==> config.mk <==
export PLATFORM = sky130hd
export DESIGN_NAME = router_pkt_tx_flat
export DESIGN_NICKNAME = d
export VERILOG_FILES = /design/src/rtl/router_pkt_tx_if.sv /design/src/rtl/router_pkt_tx.sv /design/src/flat_wrapper.sv
export SDC_FILE = /design/constraint.sdc
export NUM_CORES = 1
export LEC_CHECK = 0
export BUFFER_PORTS_ARGS = -buffer_cell sky130_fd_sc_hd__buf_2
export CAP_MARGIN = 30
export CORE_ASPECT_RATIO = 1.1
export CORE_MARGIN = 2
export CORE_UTILIZATION = 25
export DETAILED_ROUTE_END_ITERATION = 8
export GPL_TIMING_DRIVEN = 0
export PLACE_DENSITY_LB_ADDON = 0.15
export SLEW_MARGIN = 20
export SYNTH_ARGS = -nofsm -noshare
export SYNTH_HDL_FRONTEND = slang
export SYNTH_SLANG_ARGS = --single-unit
export TNS_END_PERCENT = 5
==> constraint.sdc <==
create_clock -name clk -period 2.7 [get_ports clk]
set_input_delay 0 -clock clk [delete_from_list [all_inputs] [get_ports clk]]
set_output_delay 0 -clock clk [all_outputs]
set_load 0.1 [all_outputs]
==> src/rtl/router_pkt_tx_if.sv <==
// -----------------------------------------------------------------------------
// router_pkt_tx_if
//   Bundles the command, payload-source and router-side signals of
//   router_pkt_tx.
//
//   master : traffic source / environment side (drives command, payload,
//            busy and err; observes everything the transmitter produces)
//   slave  : the transmitter itself
//
//   Command : start, dest[1:0], len[5:0] -> cmd_ready, cmd_rej, done, err_flag
//   Payload : pl_data[7:0], pl_valid     -> pl_ready
//   Router  : busy, err                  -> data_out[7:0], pkt_valid
// -----------------------------------------------------------------------------
`timescale 1ns/1ps

interface router_pkt_tx_if;
   logic       start;
   logic [1:0] dest;
   logic [5:0] len;
   logic [7:0] pl_data;
   logic       pl_valid;
   logic       pl_ready;
   logic       busy;
   logic       err;
   logic [7:0] data_out;
   logic       pkt_valid;
   logic       cmd_ready;
   logic       cmd_rej;
   logic       done;
   logic       err_flag;

   modport master (
      output start, dest, len, pl_data, pl_valid, busy, err,
      input  pl_ready, data_out, pkt_valid, cmd_ready, cmd_rej, done, err_flag
   );

   modport slave (
      input  start, dest, len, pl_data, pl_valid, busy, err,
      output pl_ready, data_out, pkt_valid, cmd_ready, cmd_rej, done, err_flag
   );
endinterface

==> src/rtl/router_pkt_tx.sv <==
// -----------------------------------------------------------------------------
// router_pkt_tx
//   Packet transmitter for the 1x3 router input port. A command (dest, len) is
//   accepted while idle, the whole payload is buffered from the upstream byte
//   stream, then the packet is sent as header {len,dest}, payload bytes with
//   pkt_valid high, and an XOR parity byte with pkt_valid low. The router's
//   busy holds the current byte; its err line is sampled for ERR_WAIT cycles
//   after the parity byte and folded into a sticky err_flag.
//
//   Parameters : ERR_WAIT - cycles spent sampling err before done
//                MAX_LEN  - payload buffer depth (6-bit length field)
//   Ports      : clk  - clock
//                rst  - synchronous, active-low reset
//                bus  - router_pkt_tx_if.slave (command, payload, router side)
// -----------------------------------------------------------------------------
`timescale 1ns/1ps

module router_pkt_tx #(
   parameter int ERR_WAIT = 3,
   parameter int MAX_LEN  = 63
) (
   input  logic           clk,
   input  logic           rst,
   router_pkt_tx_if.slave bus
);

   localparam int CNT_W = (ERR_WAIT < 2) ? 1 : $clog2(ERR_WAIT + 1);

   typedef enum logic [2:0] {
      S_IDLE,
      S_FILL,
      S_HEADER,
      S_PAYLOAD,
      S_PARITY,
      S_WAIT_ERR
   } state_t;

   state_t           state, state_next;

   logic [1:0]       dest_q;
   logic [5:0]       len_q;
   logic [7:0]       parity_q;
   logic [5:0]       wr_ptr, rd_ptr;
   logic [CNT_W-1:0] cnt;
   logic             cmd_rej_q, done_q, err_flag_q;
   logic [7:0]       pl_buf [MAX_LEN];

   // Per-cycle strobes decoded from the current state and inputs
   logic             cmd_legal;
   logic             accept, reject, fill_hs;
   logic             hdr_go, pay_go, par_go, wait_end;

   // Router-facing and handshake outputs, decoded from registered state only
   logic [7:0]       data_out_c;
   logic             pkt_valid_c, pl_ready_c, cmd_ready_c;

   assign cmd_legal = (bus.dest != 2'd3) && (bus.len != 6'd0);

   // State register
   always_ff @(posedge clk) begin
      // NOTE: sequential state uses non-blocking assignments so every
      // register samples the pre-edge values, independent of statement order.
      if (!rst) state <= S_IDLE;
      else      state <= state_next;
   end

   // Next-state and output decode
   always_comb begin
      // NOTE: every signal gets a default before the case so no path leaves
      // it unassigned, which would otherwise infer a latch.
      state_next  = state;
      accept      = 1'b0;
      reject      = 1'b0;
      fill_hs     = 1'b0;
      hdr_go      = 1'b0;
      pay_go      = 1'b0;
      par_go      = 1'b0;
      wait_end    = 1'b0;
      data_out_c  = 8'h00;
      pkt_valid_c = 1'b0;
      pl_ready_c  = 1'b0;
      cmd_ready_c = 1'b0;

      unique case (state)
         S_IDLE: begin
            cmd_ready_c = 1'b1;
            if (bus.start) begin
               if (cmd_legal) begin
                  accept     = 1'b1;
                  state_next = S_FILL;
               end else begin
                  reject = 1'b1;
               end
            end
         end
         S_FILL: begin
            pl_ready_c = 1'b1;
            if (bus.pl_valid) begin
               fill_hs = 1'b1;
               if (wr_ptr == len_q - 6'd1) state_next = S_HEADER;
            end
         end
         S_HEADER: begin
            data_out_c  = {len_q, dest_q};
            pkt_valid_c = 1'b1;
            if (!bus.busy) begin
               hdr_go     = 1'b1;
               state_next = S_PAYLOAD;
            end
         end
         S_PAYLOAD: begin
            data_out_c  = pl_buf[rd_ptr];
            pkt_valid_c = 1'b1;
            if (!bus.busy) begin
               pay_go = 1'b1;
               if (rd_ptr == len_q - 6'd1) state_next = S_PARITY;
            end
         end
         S_PARITY: begin
            data_out_c = parity_q;
            if (!bus.busy) begin
               par_go     = 1'b1;
               state_next = S_WAIT_ERR;
            end
         end
         S_WAIT_ERR: begin
            if (cnt == CNT_W'(1)) begin
               wait_end   = 1'b1;
               state_next = S_IDLE;
            end
         end
         default: state_next = S_IDLE;
      endcase
   end

   // Command latch, pointers, parity, err window and registered pulses
   always_ff @(posedge clk) begin
      if (!rst) begin
         dest_q     <= 2'd0;
         len_q      <= 6'd0;
         parity_q   <= 8'h00;
         wr_ptr     <= 6'd0;
         rd_ptr     <= 6'd0;
         cnt        <= '0;
         cmd_rej_q  <= 1'b0;
         done_q     <= 1'b0;
         err_flag_q <= 1'b0;
      end else begin
         cmd_rej_q <= reject;
         done_q    <= wait_end;

         if (accept) begin
            dest_q     <= bus.dest;
            len_q      <= bus.len;
            parity_q   <= {bus.len, bus.dest};   // parity starts from the header
            err_flag_q <= 1'b0;
            wr_ptr     <= 6'd0;
         end

         if (fill_hs) begin
            parity_q <= parity_q ^ bus.pl_data;
            wr_ptr   <= wr_ptr + 6'd1;
         end

         if (hdr_go) rd_ptr <= 6'd0;
         if (pay_go) rd_ptr <= rd_ptr + 6'd1;
         if (par_go) cnt    <= CNT_W'(ERR_WAIT);

         if (state == S_WAIT_ERR) begin
            err_flag_q <= err_flag_q | bus.err;
            cnt        <= cnt - CNT_W'(1);
         end
      end
   end

   // Payload buffer
   always_ff @(posedge clk) begin
      // NOTE: the buffer has no reset; every byte is rewritten during FILL
      // before it can be read, so stale contents are never observed.
      if (fill_hs) pl_buf[wr_ptr] <= bus.pl_data;
   end

   assign bus.data_out  = data_out_c;
   assign bus.pkt_valid = pkt_valid_c;
   assign bus.pl_ready  = pl_ready_c;
   assign bus.cmd_ready = cmd_ready_c;
   assign bus.cmd_rej   = cmd_rej_q;
   assign bus.done      = done_q;
   assign bus.err_flag  = err_flag_q;

endmodule
==> src/flat_wrapper.sv <==
// flat-port wrapper written by rule: the top's interface ports become plain ports
module router_pkt_tx_flat 
#(
   parameter int ERR_WAIT = 3,
   parameter int MAX_LEN  = 63
)
  (clk, rst, bus_start, bus_dest, bus_len, bus_pl_data, bus_pl_valid, bus_busy, bus_err, bus_pl_ready, bus_data_out, bus_pkt_valid, bus_cmd_ready, bus_cmd_rej, bus_done, bus_err_flag);
  router_pkt_tx_if bus_i ();
  input  logic clk;
  input  logic rst;
  input wire logic [$bits(bus_i.start)-1:0] bus_start;
  input wire logic [$bits(bus_i.dest)-1:0] bus_dest;
  input wire logic [$bits(bus_i.len)-1:0] bus_len;
  input wire logic [$bits(bus_i.pl_data)-1:0] bus_pl_data;
  input wire logic [$bits(bus_i.pl_valid)-1:0] bus_pl_valid;
  input wire logic [$bits(bus_i.busy)-1:0] bus_busy;
  input wire logic [$bits(bus_i.err)-1:0] bus_err;
  output wire logic [$bits(bus_i.pl_ready)-1:0] bus_pl_ready;
  output wire logic [$bits(bus_i.data_out)-1:0] bus_data_out;
  output wire logic [$bits(bus_i.pkt_valid)-1:0] bus_pkt_valid;
  output wire logic [$bits(bus_i.cmd_ready)-1:0] bus_cmd_ready;
  output wire logic [$bits(bus_i.cmd_rej)-1:0] bus_cmd_rej;
  output wire logic [$bits(bus_i.done)-1:0] bus_done;
  output wire logic [$bits(bus_i.err_flag)-1:0] bus_err_flag;
  assign bus_i.start = bus_start;
  assign bus_i.dest = bus_dest;
  assign bus_i.len = bus_len;
  assign bus_i.pl_data = bus_pl_data;
  assign bus_i.pl_valid = bus_pl_valid;
  assign bus_i.busy = bus_busy;
  assign bus_i.err = bus_err;
  assign bus_pl_ready = bus_i.pl_ready;
  assign bus_data_out = bus_i.data_out;
  assign bus_pkt_valid = bus_i.pkt_valid;
  assign bus_cmd_ready = bus_i.cmd_ready;
  assign bus_cmd_rej = bus_i.cmd_rej;
  assign bus_done = bus_i.done;
  assign bus_err_flag = bus_i.err_flag;
  router_pkt_tx #(.ERR_WAIT(ERR_WAIT), .MAX_LEN(MAX_LEN)) u_core (.clk(clk), .rst(rst), .bus(bus_i));
endmodule
==> key figures <==
Placed design
  – Post-DP HPWL: roughly 42,000 um
  – Pre-CTS WS: -1.28 ns
  – Placed Instance Area: 0.0239 mm2
  – Placed insts: 2,374
  – Gp weighted congestion: 0.800
  – Port Buffer Count: 35

Floorplan
  – # rows: between 100 and 150
  – Die H: between 300 and 400 um
  – Die W: 286 um
  – Initial core utilization: 25.3%
  – Core area: between 0.08 and 0.09 mm2
  – Total I/O pin count: 36
  – Die Area: approximately 0.090 mm2

Route
  – Vias post-DR: ~12k
  – Post-route ant nets: 0
  – # DRC: 0
  – Routed length per instance: between 20 and 30 um
  – Vias per cell: around 4.6
  – 1st-pass router iterations: 7
  – Final WL: around 65,000 um
  – Iteration-0 DRC Markers: between 1k and 1.5k

Logic synthesis
  – Synth warnings: 0
  – Post-synth ARST share: 0%
  – Gate count of the mapped netlist: between 1k and 1.5k
  – Yosys cell types: 60
  – Post-synth EDFFs: around 500
  – Complex-gate fraction of the synthesized area: approximately 4.2%
  – Post-synthesis simple-gate area fraction: 4.97%
  – Largest family of logic cells by synthesized area: multiplexers
  – Post-Syn Area: 0.0219 mm2
  – Post-synthesis mux area share: 14.7%
  – Xor and xnor area share after synthesis: less than 1%
  – Mapped Nets: ~1.2k
  – #FFs+latches synth: 546
  – Synthesized area per cell: approximately 18 um2
  – Ys flop type: edfxtp_1
  – Seq/Total Area, Yosys: between 70% and 80%
  – Synth Area in Adders: less than 1%

Cells and area
  – Layout cells sized above 1: approximately a third
  – Diodes inserted: 0
  – P&R area growth vs syn: 22.5%
  – Post-route cell area: about 0.027 mm2
  – Most frequent cells in the layout: edfxtp_1 (504), mux4_2 (122), clkbuf_16 (61)
  – Fin cells: between 2k and 3k
  – # nets final: about 1.3k
  – Commonest non-fill, non-tap cell in the layout: edfxtp_1
  – Fill count: 8,442

Status
  – Failing checks: setup timing
  – Status: finished with violations

Clock network
  – CTS tree: built
  – CTS clk-pin slew, worst paths: 0.06 ns
  – H-tree levels: 2
  – Skew-Pair Late Insertion Delay: slightly above 0.6 ns
  – Clock Root Buffer: clkbuf_16
  – Total CTS buffers: 60
  – CTS Sinks: around 550
  – CTS Buffer Depth: 3

Global routing
  – Largest net degree at the start of global routing: 65
  – Vias in the first global route: around 12k
  – First-pass GRT wire length: 91,300 um
  – Total GRT Usage: between 10 and 15%
  – Initial antenna violation count: 0
  – Total grt overflow: 0

Timing
  – Final hold viol count: 0
  – Final Max Slew Viols: 0
  – Worst-margin pin slew: 1.12 ns
  – Fin crit share: 117%
  – # setup viols final: 8
  – Fmax: roughly 0.32 GHz
  – Max-Slew Margin vs Limit: 25.4%
  – Post-Route Skew: approximately 0.022 ns
  – Crit path time final: 3.17 ns
  – RSZ-0062 raised after global routing: yes
  – Final WS setup: -0.471 ns

Setup path
  – Reg-to-reg startpoint: u_core.state[0]
  – Worst EP required: 2.70 ns
  – FF-to-FF path depth: 6
  – Worst-path fanout max: 7
  – Crit end category: output pin
  – Worst reg2reg endpoint: u_core.pl_buf[48][4]
  – WS Path Type: flop to output pin
  – Crit path launch type: flop
  – R2R setup slack: about 0.15 ns
  – Arrival time at the worst endpoint: approximately 3.2 ns

Job
  – Max-cap violations: 0

Power
  – Leakage Power: around 7.8 nW
  – PwrDens: around 670 mW/mm2
  – VDD IR-drop max: about 0.45 mV

Min path
  – Worst min path class: input pin to flop
  – Hold EP: u_core.pl_buf[6][5]
  – Hold depth: 1
  – Hold Crit Start: bus_pl_data[5]
[how the worst max path moves through the flow]
| stage | start | endpoint | slack [ns] | cells after the start |
|---|---|---|---|---|
| 6_report | flop | bus_data_out[0] | -0.47 | 7 |
| 3_3_place_gp | flop | bus_data_out[5] | -1.30 | 10 |
| 4_1_cts | flop | bus_data_out[2] | -0.59 | 7 |
| 2_1_floorplan | flop | bus_data_out[4] | -0.15 | 6 |
| 3_5_place_dp | flop | bus_data_out[5] | -1.28 | 10 |
| 5_1_grt | flop | bus_data_out[2] | -0.55 | 7 |
[layer usage]
layer  part of all wire, %  track usage [%]  vias to the layer above
met1                    44             19.6                     6184
met5                     0                0                        -
met2                    50             24.0                      252
li1                      -                -                     5063
met4                   2.1             3.74                        0
met3                   3.9             2.07                       69
[sequential cells by signal (all words and copies together), names as in the netlist, named ones only]
signal and flops:
u_core.pl_buf 504, u_core.bus.err_flag 1, u_core.state 3, u_core.rd_ptr 6
u_core.wr_ptr 6, u_core.len_q 6, u_core.dest_q 2, u_core.bus.cmd_rej 1
u_core.parity_q 8, u_core.bus.done 1, u_core.cnt 2
[logic make-up after synthesis]
logic type	count (synthesis)
xor gates and xnor gates	12
adders and majority gates	4
buffers and inverters	81
and+or+nand+nor	232
DFF	546
muxes	169
AOI/OAI and AO/OA	142
[synthesized netlist by cell type (10+ instances only)]
master    instances  area, um2
nor2_1           91        342
dfxtp_1          42        841
clkbuf_1         24       90.1
o211ai_1         21        158
nand2_1          58        218
a22oi_1          15        113
edfxtp_1        504      15100
a21oi_1          39        195
o21ai_0          10       50.1
nor2b_1          13       81.3
buf_4            13       97.6
o21ai_1          11       55.1
mux4_2          122       2750
nand3_1          32        160
mux2i_1          46        460
buf_2            17       85.1
[worst max-delay path: stages, from the launching register on]
cell	delay, ns
dfxtp_2	0.34
buf_12	0.16
buf_12	0.14
mux4_2	0.52
mux4_2	0.55
o211ai_1	0.35
o211ai_1	0.22
buf_6	0.24
[repair_timing]
| item | 4_1_cts | 5_1_grt |
|---|---|---|
| setup buffers | 5 | 4 |
| pin swaps | 11 | 19 |
| resized for setup | 146 | 33 |
| gates cloned | 1 | 0 |
| endpoints found under the hold margin | 145 | 0 |
| endpoints found under the setup margin | 392 | 408 |
| hold buffers | 17 | 0 |
[through the flow]
step	utilization (%)	hold slack [ns]	setup TNS, ns	power, mW
global placement	27.6	0.291	-123.72	9.99
finish	31.0	0.00153	-3.31	17.9
detailed placement	27.6	0.295	-68.45	10.0
global route	31.0	0.0295	-3.98	18.4
floorplan	-	0.0989	-46.26	9.73
CTS	30.7	0.0110	-23.92	18.1
[final cells by class]
type,instances,area (um2),area share (%)
buffer,70,656,2.45
clock buffer,67,1550,5.78
clock inverter,39,344,1.28
inverter,10,51.3,0.192
multi-input combinational,559,6160,23.0
sequential,546,16000,59.7
tap,1150,1440,5.37
timing repair buffer,65,606,2.26
[where the power goes]
part / switching [mW] / internal (mW)
sequential: 0.0268 / 9.27
combinational: 0.394 / 0.159
clock: 3.35 / 4.65
No activity file was read; power rests on OpenSTA's default activity.
